==> src/rtl/multiplier_8bits_accumulator.sv <==
// Multiply-accumulate back end: sums N_TERMS consecutive 16-bit products and hands the result off over valid/ready.
// Define MAC_ACC_SATURATE_EN to clamp on overflow and report it on sat; otherwise the accumulator wraps.
module multiplier_8bits_accumulator #(
    parameter int N_TERMS   = 8,
    parameter int ACC_WIDTH = 18
) (
    input  logic                 clk,
    input  logic                 rst_n,
    input  logic                 clear,
    input  logic                 in_valid,
    output logic                 in_ready,
    input  logic [15:0]          product,
    output logic                 out_valid,
    input  logic                 out_ready,
    output logic [ACC_WIDTH-1:0] sum,
    output logic                 sat
);

    localparam int CNT_W = $clog2(N_TERMS) + 1;
    localparam logic [CNT_W-1:0] CNT_ONE  = CNT_W'(1);
    localparam logic [CNT_W-1:0] CNT_LAST = CNT_W'(N_TERMS);

    typedef enum logic {
        ACCUM = 1'b0,
        HOLD  = 1'b1
    } state_t;

    state_t               state;
    logic [ACC_WIDTH-1:0] acc;
    logic [CNT_W-1:0]     cnt;
    logic [ACC_WIDTH-1:0] sum_q;

    logic [ACC_WIDTH-1:0] prod_ext;
    logic [ACC_WIDTH-1:0] acc_next;
    logic [CNT_W-1:0]     cnt_next;
    logic                 last_beat;
    logic                 handoff;

    // The only combinational path to an output: out_ready feeds in_ready while a result is held.
    assign in_ready  = (state == ACCUM) ? 1'b1 : out_ready;
    assign out_valid = (state == HOLD);
    assign sum       = sum_q;

    assign prod_ext  = ACC_WIDTH'(product);
    assign cnt_next  = cnt + CNT_ONE;
    assign last_beat = (state == ACCUM) && in_valid && (cnt_next == CNT_LAST);
    assign handoff   = (state == HOLD) && out_ready;

`ifdef MAC_ACC_SATURATE_EN
    logic                 acc_sat;
    logic                 sat_q;
    logic                 sat_next;
    logic [ACC_WIDTH:0]   wide;

    // Once the sticky flag is set the accumulator stays pinned at full scale.
    always_comb begin
        wide     = {1'b0, acc} + {1'b0, prod_ext};
        sat_next = acc_sat | wide[ACC_WIDTH];
        acc_next = sat_next ? {ACC_WIDTH{1'b1}} : wide[ACC_WIDTH-1:0];
    end

    always_ff @(posedge clk or negedge rst_n) begin
        if (!rst_n) begin
            acc_sat <= 1'b0;
            sat_q   <= 1'b0;
        end else if (clear) begin
            acc_sat <= 1'b0;
            sat_q   <= 1'b0;
        end else if (handoff) begin
            acc_sat <= 1'b0;
            sat_q   <= 1'b0;
        end else if ((state == ACCUM) && in_valid) begin
            acc_sat <= sat_next;
            if (last_beat) begin
                sat_q <= sat_next;
            end
        end
    end

    assign sat = sat_q;
`else
    always_comb begin
        acc_next = acc + prod_ext;
    end

    assign sat = 1'b0;
`endif

    always_ff @(posedge clk or negedge rst_n) begin
        if (!rst_n) begin
            state <= ACCUM;
            acc   <= '0;
            cnt   <= '0;
            sum_q <= '0;
        end else if (clear) begin
            state <= ACCUM;
            acc   <= '0;
            cnt   <= '0;
        end else begin
            case (state)
                ACCUM: begin
                    if (in_valid) begin
                        acc <= acc_next;
                        cnt <= cnt_next;
                        if (last_beat) begin
                            state <= HOLD;
                            sum_q <= acc_next;
                        end
                    end
                end
                HOLD: begin
                    // A beat accepted during the handoff seeds the next result with zero bubbles.
                    if (out_ready) begin
                        state <= ACCUM;
                        if (in_valid) begin
                            acc <= prod_ext;
                            cnt <= CNT_ONE;
                        end else begin
                            acc <= '0;
                            cnt <= '0;
                        end
                    end
                end
                default: begin
                    state <= ACCUM;
                end
            endcase
        end
    end

endmodule

==> config.mk <==
export PLATFORM = sky130hd
export DESIGN_NAME = multiplier_8bits_accumulator
export DESIGN_NICKNAME = d
export VERILOG_FILES = /design/src/rtl/multiplier_8bits_accumulator.sv
export SDC_FILE = /design/constraint.sdc
export NUM_CORES = 1
export LEC_CHECK = 0
export CAP_MARGIN = 20
export CORE_ASPECT_RATIO = 0.75
export CORE_MARGIN = 2
export CORE_UTILIZATION = 40
export CTS_BUF_LIST = sky130_fd_sc_hd__clkbuf_16
export DETAILED_ROUTE_END_ITERATION = 8
export GPL_TIMING_DRIVEN = 0
export PLACE_DENSITY = 0.74
export SLEW_MARGIN = 0
export SYNTH_ARGS = -nofsm -noshare
export SYNTH_HDL_FRONTEND = slang
export SYNTH_SLANG_ARGS = --single-unit
==> constraint.sdc <==
create_clock -name clk -period 2.7 [get_ports clk]
set_input_delay 0.675 -clock clk [delete_from_list [all_inputs] [get_ports clk]]
set_output_delay 0.675 -clock clk [all_outputs]
set_load 0.02 [all_outputs]
# == Word level (Yosys, flattened, before mapping) ==
# Cells that the tools add are included.
# totals
reg_bits,41
elab_cells,31
output_inout_bits,21
inputBits,21
# op_classes
n_mux,16
n_addsub,2
n_bitwise,2
reduce_logical,4
eq_ne,3
# op_table
cell,n
two-way mux 18 bit,3
case mux 18 bit (2 select lines),1
adder 18 x 16 -> 18 bit,1
two-way mux 16 bit,1
two-way mux 4 bit,3
case mux 4 bit (2 select lines),1
two-way mux 1 bit,6
!= test 3 bit (second input constant),2
adder 4 x 1 -> 4 bit (second input constant),1
equality test 4 bit (second input constant),1
AND reduction 4 bit,1
logical AND 1 bit,2
NOT 1 bit,2
case mux 1 bit (2 select lines),1
AND reduction 2 bit,1

# == Longest topological paths before layout ==
# Gate-level depths: netlist of run 1.
# depth
depth_word,7
ltp_mapped,9
depth_no_buf,9

# == Worst setup path after synthesis of run 1 ==
# Ideal clock, no wire load.
# synth_path
path_type,input -> register
startpoint,input product[0]
endpoint,register sum_q[14] (netlist: sum[14])
setup_slack_ns,0.079
path_stages,9
setup_time_ns,0.134
t_arrival_ns,2.487
required_ns,2.566
n_path_buf,0
cell_sequence,ha_1 > fa_1 > a211oi_2 > o21ai_2 > o2111ai_2 > o21ai_2 > a311oi_2 > xor2_1 > o21ai_0
# synth_between
elab_chain_len,1
# synth_rtl
item,line_no,rtl
start: declaration,12,"input logic [15:0] product,"
adder 18 x 16 -> 18 bit,83,acc_next = acc + prod_ext;
end signal: assignment,107,sum_q <= acc_next;
end: declaration,31,logic [ACC_WIDTH-1:0] sum_q;
# Every way passes these cells.
# A chain may end at the register's enable or synchronous reset.

# == Worst setup path after layout of run 1 ==
# layout_path
startpoint,input product[0]
endpoint,register acc[10]
# layout_between
elab_chain_len,4
# layout_rtl
item,line_no,rtl
adder 18 x 16 -> 18 bit,83,
two-way mux 18 bit,102,if (in_valid) begin
case mux 18 bit (2 select lines),100,case (state)
two-way mux 18 bit,95,end else if (clear) begin
end signal: assignment,103,acc <= acc_next;
end signal: assignment,116,acc <= prod_ext;
end: declaration,29,logic [ACC_WIDTH-1:0] acc;
# Every way passes these cells. The select of a mux whose other input is x is not followed.

==> results of run 1 <==
## worst register-to-register path, stage by stage (launching register included)
cell and delay, ns:
dfrtp_1 0.41, ha_4 0.19, fa_2 0.37, a211oi_2 0.21
o21ai_2 0.09, o2111ai_2 0.21, buf_4 0.16, nand2b_4 0.06
xnor2_2 0.14, a222oi_1 0.33, inv_1 0.07
## kinds of logic after synthesis
family          share of synthesized area
compound gates                      0.244
simple gates                        0.134
xor+xnor                           0.0594
other cells                       0.00150
buf+inv                            0.0235
flops                               0.409
fa+ha+maj                          0.0979
mux                                0.0305
## power groups by stage
stage | sequential, µW | combinational, µW | clock (µW)
finish | 700 | 645 | 563
global route | 706 | 708 | 593
CTS | 696 | 581 | 568
detailed placement | 705 | 554 | 0
global placement | 703 | 536 | 0
floorplan | 698 | 411 | 0
## flip-flops by register name, indices dropped and copies added, names as in the netlist
name	count
acc	18
cnt	4
sum	18
out_valid	1
## per-stage QoR
stage / area (µm²) / instances / util
5_1_grt: 3310 / 399 / 0.557
3_5_place_dp: 3020 / 385 / 0.508
2_1_floorplan: 2510 / 266 / -
4_1_cts: 3200 / 396 / 0.539
6_report: 3310 / 399 / 0.557
3_3_place_gp: 3000 / 384 / 0.505
## synth_stat cells, types with 2 or more instances
| cell type | n |
|---|---|
| ha_1 | 18 |
| nor2_1 | 12 |
| xor2_1 | 11 |
| nand2b_1 | 3 |
| buf_2 | 2 |
| inv_1 | 4 |
| mux2_2 | 5 |
| o21ai_2 | 3 |
| a31oi_1 | 4 |
| o21ai_0 | 37 |
| a22oi_1 | 6 |
| o211ai_1 | 2 |
| dfrtp_1 | 41 |
| clkbuf_1 | 6 |
| o31ai_1 | 3 |
| mux2i_1 | 2 |
| nand2_1 | 39 |
| xnor2_1 | 6 |
| a211oi_2 | 2 |
| a21oi_1 | 18 |
| a21o_1 | 6 |
| o221ai_1 | 2 |
| nand3_1 | 3 |
| nor2b_1 | 6 |
## path summary, 6_finish.rpt
path,startpoint,end,cells past startpoint
hold / removal,rst_n,sum[8],1
setup / recovery,product[0],acc[10],11
setup reg to reg,acc[0],acc[10],10
hold reg to reg,sum[3],sum[3],2
max in group asynchronous,rst_n,sum[17],2
min in group clk,sum[3],sum[3],2
## layer usage
| metal | vias to the layer above | part of all wire | GRT usage |
|---|---|---|---|
| li1 | 1068 | - | - |
| met1 | 1028 | 0.49 | 0.288 |
| met2 | 67 | 0.43 | 0.281 |
| met3 | 8 | 0.065 | 0.0374 |
| met4 | 0 | 0.013 | 0.0429 |
| met5 | - | 0 | 0 |
## timing repair
| action | in CTS | in global routing |
|---|---|---|
| setup endpoints to repair | 14 | 18 |
| resized for setup | 7 | 18 |
| setup buffers | 4 | 3 |
| cloned | 0 | 0 |
| endpoints found under the hold margin | 0 | 0 |
| pin swaps | 8 | 10 |
## cell type report
type,instances,share of cell area
Multi-Input combinational cell,211,0.460
Sequential cell,41,0.310
Timing Repair Buffer,48,0.142
Clock buffer,5,0.0378
Tap cell,78,0.0295
Buffer,10,0.0136
Inverter,4,0.00454
Clock inverter,2,0.00227
==> metrics, run 1 <==
async set or reset register ratio after synthesis 1.00; Core Region 5950 µm²; unrepaired setup endpoints after global routing yes; CTS buffer count 5; Die Ht 72.6 µm; setup TNS 0 ns; Multi-input gate area 1520 µm²; nets@finish 361; Mapped Avg Cell Area 9.42 µm²; vias in the first global route 2,118; total congestion overflow 0; hold_ws ~0.21 ns; Post-synth EDFFs 0; Skew-Pair Late Insertion Delay around 0.28 ns; CTS HTree Levels 2; Worst Setup Path Type input pin to register; fmax ~0.39 GHz; Power Dens Cells 576 nW/µm²; Worst Path Arrival 2.75 ns; crit path buf inv count 3; Worst Clk Skew 0.00628 ns; Gate power share 0.338; fin crit share 0.961; synthesized flop and latch total 41; ranking of synthesized cells by area dfrtp_1, ha_1, o21ai_0; max-cap violations 0; root buffer cell clkbuf_16; Hold Fails Final Rpt 0; CP max stage delay 0.37 ns; register share of total power 0.367; Detailed Route WL around 6.3 mm; CTS Sinks 41; Synth area leader dfrtp_1; Ant. Diodes 0; kind of cell adding the most delay to the critical path compound AO/OA/AOI/OAI gates; VDD IR max 0.000280 V; Setup-failing EPs final 0; R2R setup slack 0.35 ns; Tmin final 2.59 ns; TritonRoute pass-1 iters 4; CP cell instances dlygate4sd2_1 > ha_4 > fa_2 > a211oi_2 > o21ai_2 > o2111ai_2 > buf_4 > nand2b_4 > xnor2_2 > a222oi_1 > inv_1; P_sw 619 µW; Clk pwr share 0.295; Mapped Area 2510 µm²; Vias/cell 5.44; cts hold-fix bufs 0; Int Pwr 1290 µW; slew margin rel. 0.592; Clock Path Buffers 2; HP Class input pin to async pin; worst slack at placement -0.620 ns; Setup WS post-layout 0.106 ns; Fill cells ~520; Starting Density 0.422; Setup crit end kind register; count of cell types in the netlist 49; ys flop type dfrtp_1; total number of vias around 2,200; Mapped Cells 266; clk slew on worst S/H paths approximately 0.060 ns; Worst Tran Pin Value 0.611 ns; share of cells above drive strength 1 0.156; wire per inst 15.7 µm; Post-Syn Nets ~300; final-report max-slew violation count 0; Die Width approximately 95 µm; most frequent cells in the layout dfrtp_1, nand2_1, o21ai_0, clkdlybuf4s50_1, a21oi_1; Yosys top cell area share 0.409; Placer Congestion 0.934; LEAKAGE approximately 0.0014 µW; first-pass GRT wire length approximately 10 mm; dpl hpwl 4.42 mm; antenna violations before repair 0; register area 1030 µm²; outcome finished, final reports clean; synth warn 0; number of port buffers 40; Die ar. 6920 µm²; # IOs 42; Post-DRT Antenna Nets 0; Seq/Total Area, Yosys 0.409; Residual DRC 0; most common cell after layout, fill and taps aside dfrtp_1; total power about 1900 µW; DRT iter0 DRCs 163; GRT Util Overall 0.190; Slowest-stage cell, CP fa_2; crit-path max FO 2; largest net degree at the start of global routing 38; CP Data Required Time 2.86 ns; row cnt 24; area grow syn2layout 32.1%; startpoint types input pin; Sw Share 0.324; CTS tree yes
(Power assumes the default switching activity.)
==> inputs of run 2 (changes only) <==
--- a/config.mk
+++ b/config.mk
@@ -10,8 +10,8 @@
 export CORE_MARGIN = 2
 export CORE_UTILIZATION = 40
 export CTS_BUF_LIST = sky130_fd_sc_hd__clkbuf_16
+export CTS_CLUSTER_SIZE = 30
 export DETAILED_ROUTE_END_ITERATION = 8
-export GPL_TIMING_DRIVEN = 0
 export PLACE_DENSITY = 0.74
 export SLEW_MARGIN = 0
 export SYNTH_ARGS = -nofsm -noshare
==> metrics, run 2 (synthesized netlist as in run 1, its figures left out) <==
most common cell after layout, fill and taps aside dfrtp_1; Clock Path Buffers 2; dpl hpwl 4.46 mm; root buffer cell clkbuf_16; area grow syn2layout 38.5%; register share of total power 0.322; Setup-failing EPs final 0; most frequent cells in the layout dfrtp_1, nand2_1, clkdlybuf4s50_1; Skew-Pair Late Insertion Delay 0.28 ns; crit-path max FO 3; Setup crit end kind register; fin crit share 0.966; VDD IR max 0.000314 V; CTS tree yes; max-cap violations 0; Die Width 95.4 µm; Tmin final 2.61 ns; hold_ws about 0.34 ns; number of port buffers 40; # IOs 42; outcome finished, final reports clean; Worst Reg2Reg Path Length in Cells 10; Slowest-stage cell, CP clkdlybuf4s50_1; Worst Setup Path Type input pin to register; CP cell instances clkdlybuf4s50_1 > ha_1 > buf_4 > nand2_1 > a21oi_1 > a31oi_2 > nor3_2 > nor4_1 > a311oi_1 > a21oi_1; GRT Util Overall 0.194; startpoint types input pin; Worst Path Arrival 2.76 ns; first-pass GRT wire length 10.5 mm; Post-DRT Antenna Nets 0; total number of vias between 2,000 and 2,500; Power Dens Cells 624 nW/µm²; row cnt 24; Die ar. 6920 µm²; CTS Sinks 41; Gate power share 0.320; Ant. Diodes 0; fmax 0.383 GHz; Placer Congestion roughly 0.86; antenna violations before repair 0; CP Data Required Time approximately 2.9 ns; CTS HTree Levels 2; DRT iter0 DRCs 107; nets@finish approximately 380; CTS buffer count 5; largest net degree at the start of global routing 24; Core Region 5950 µm²; Fill cells 519; reg-to-reg endpoint sum[16]; Int Pwr about 1500 µW; clk slew on worst S/H paths 0.06 ns; share of cells above drive strength 1 0.201; r2r startpoint acc[0]; Vias/cell 5.33; P_sw 645 µW; Die Ht between 70 and 80 µm; R2R setup slack 0.36 ns; final-report max-slew violation count 0; vias in the first global route 2,208; Sw Share 0.298; cts hold-fix bufs 0; HP Class input pin to async pin; Worst Clk Skew approximately 0.0042 ns; Hold Fails Final Rpt 0; CP max stage delay 0.44 ns; wire per inst 15.0 µm; Clk pwr share 0.359; Residual DRC 0; total congestion overflow 0; TritonRoute pass-1 iters 5; CP dominant cell by count a21oi_1; Detailed Route WL 6.27 mm; total power ~2200 µW; Starting Density 0.422; LEAKAGE approximately 0.0016 µW
[run 2: cell count changes in the layout (fill, tap and decap cells not counted), moves of 3 or more]
cell and change:
buf_4 +26, ha_1 +4, clkbuf_1 -4, ha_4 -3
[run 2: final cells by class]
cell class                      instances  area [µm²]  area share
Timing Repair Buffer                   75         676       0.195
Clock inverter                          3        65.1      0.0187
Tap cell                               78        97.6      0.0281
Inverter                                4        15.0     0.00432
Clock buffer                            5         125      0.0360
Multi-Input combinational cell        211        1470       0.423
Sequential cell                        41        1030       0.295
[run 2: through the flow]
step	cell area [µm²]	worst slack (ns)	util	setup TNS [ns]	instances
6_report	3470	0.0921	0.584	0	417
5_1_grt	3470	-0.0171	0.584	-0.0307	417
4_1_cts	3410	-0.00384	0.573	-0.00384	414
3_5_place_dp	3210	-0.464	0.540	-6.67	406
3_3_place_gp	3210	-0.431	0.540	-6.09	406
2_1_floorplan	2510	0.0790	-	0	266
[run 2: worst max-delay path by stage]
stage               startpoint       to  slack (ns)  depth (start not counted)
floorplan           product[0]  sum[14]        0.08                          9
global placement    product[0]  acc[14]       -0.43                         10
detailed placement  product[0]  acc[14]       -0.46                         10
CTS                 product[0]  acc[14]      -0.004                         10
global route        product[6]  sum[15]       -0.02                          9
finish              product[6]  sum[17]        0.09                         10
[run 2: power by group through the flow]
stage | clock, µW | combinational, µW | sequential [µW]
after floorplan | 0 | 411 | 698
after global placement | 0 | 626 | 703
after detailed placement | 0 | 642 | 705
after CTS | 785 | 653 | 696
after global routing | 805 | 767 | 704
final | 778 | 693 | 697
[run 2: layer usage]
layer / GRT usage / vias to the layer above / wire, µm
met3: 0.0384 / 7 / 290
met2: 0.301 / 48 / 2810
met4: 0.0381 / 0 / 50
met1: 0.285 / 1061 / 3120
met5: 0 / - / 0
li1: - / 1108 / -
[run 2: worst max-delay path, delay by kind of cell]
family	cells	cell delay, ns
buffers and inverters	2	0.57
adder cells (fa/ha/maj)	1	0.34
AND/OR/NAND/NOR	3	0.39
AO/OA/AOI/OAI	4	0.80
[run 2: timing repair]
action / CTS / global route
buffers inserted: 0 / 3
pin swaps: 3 / 9
endpoints found under the setup margin: 8 / 15
gates resized for setup: 3 / 8
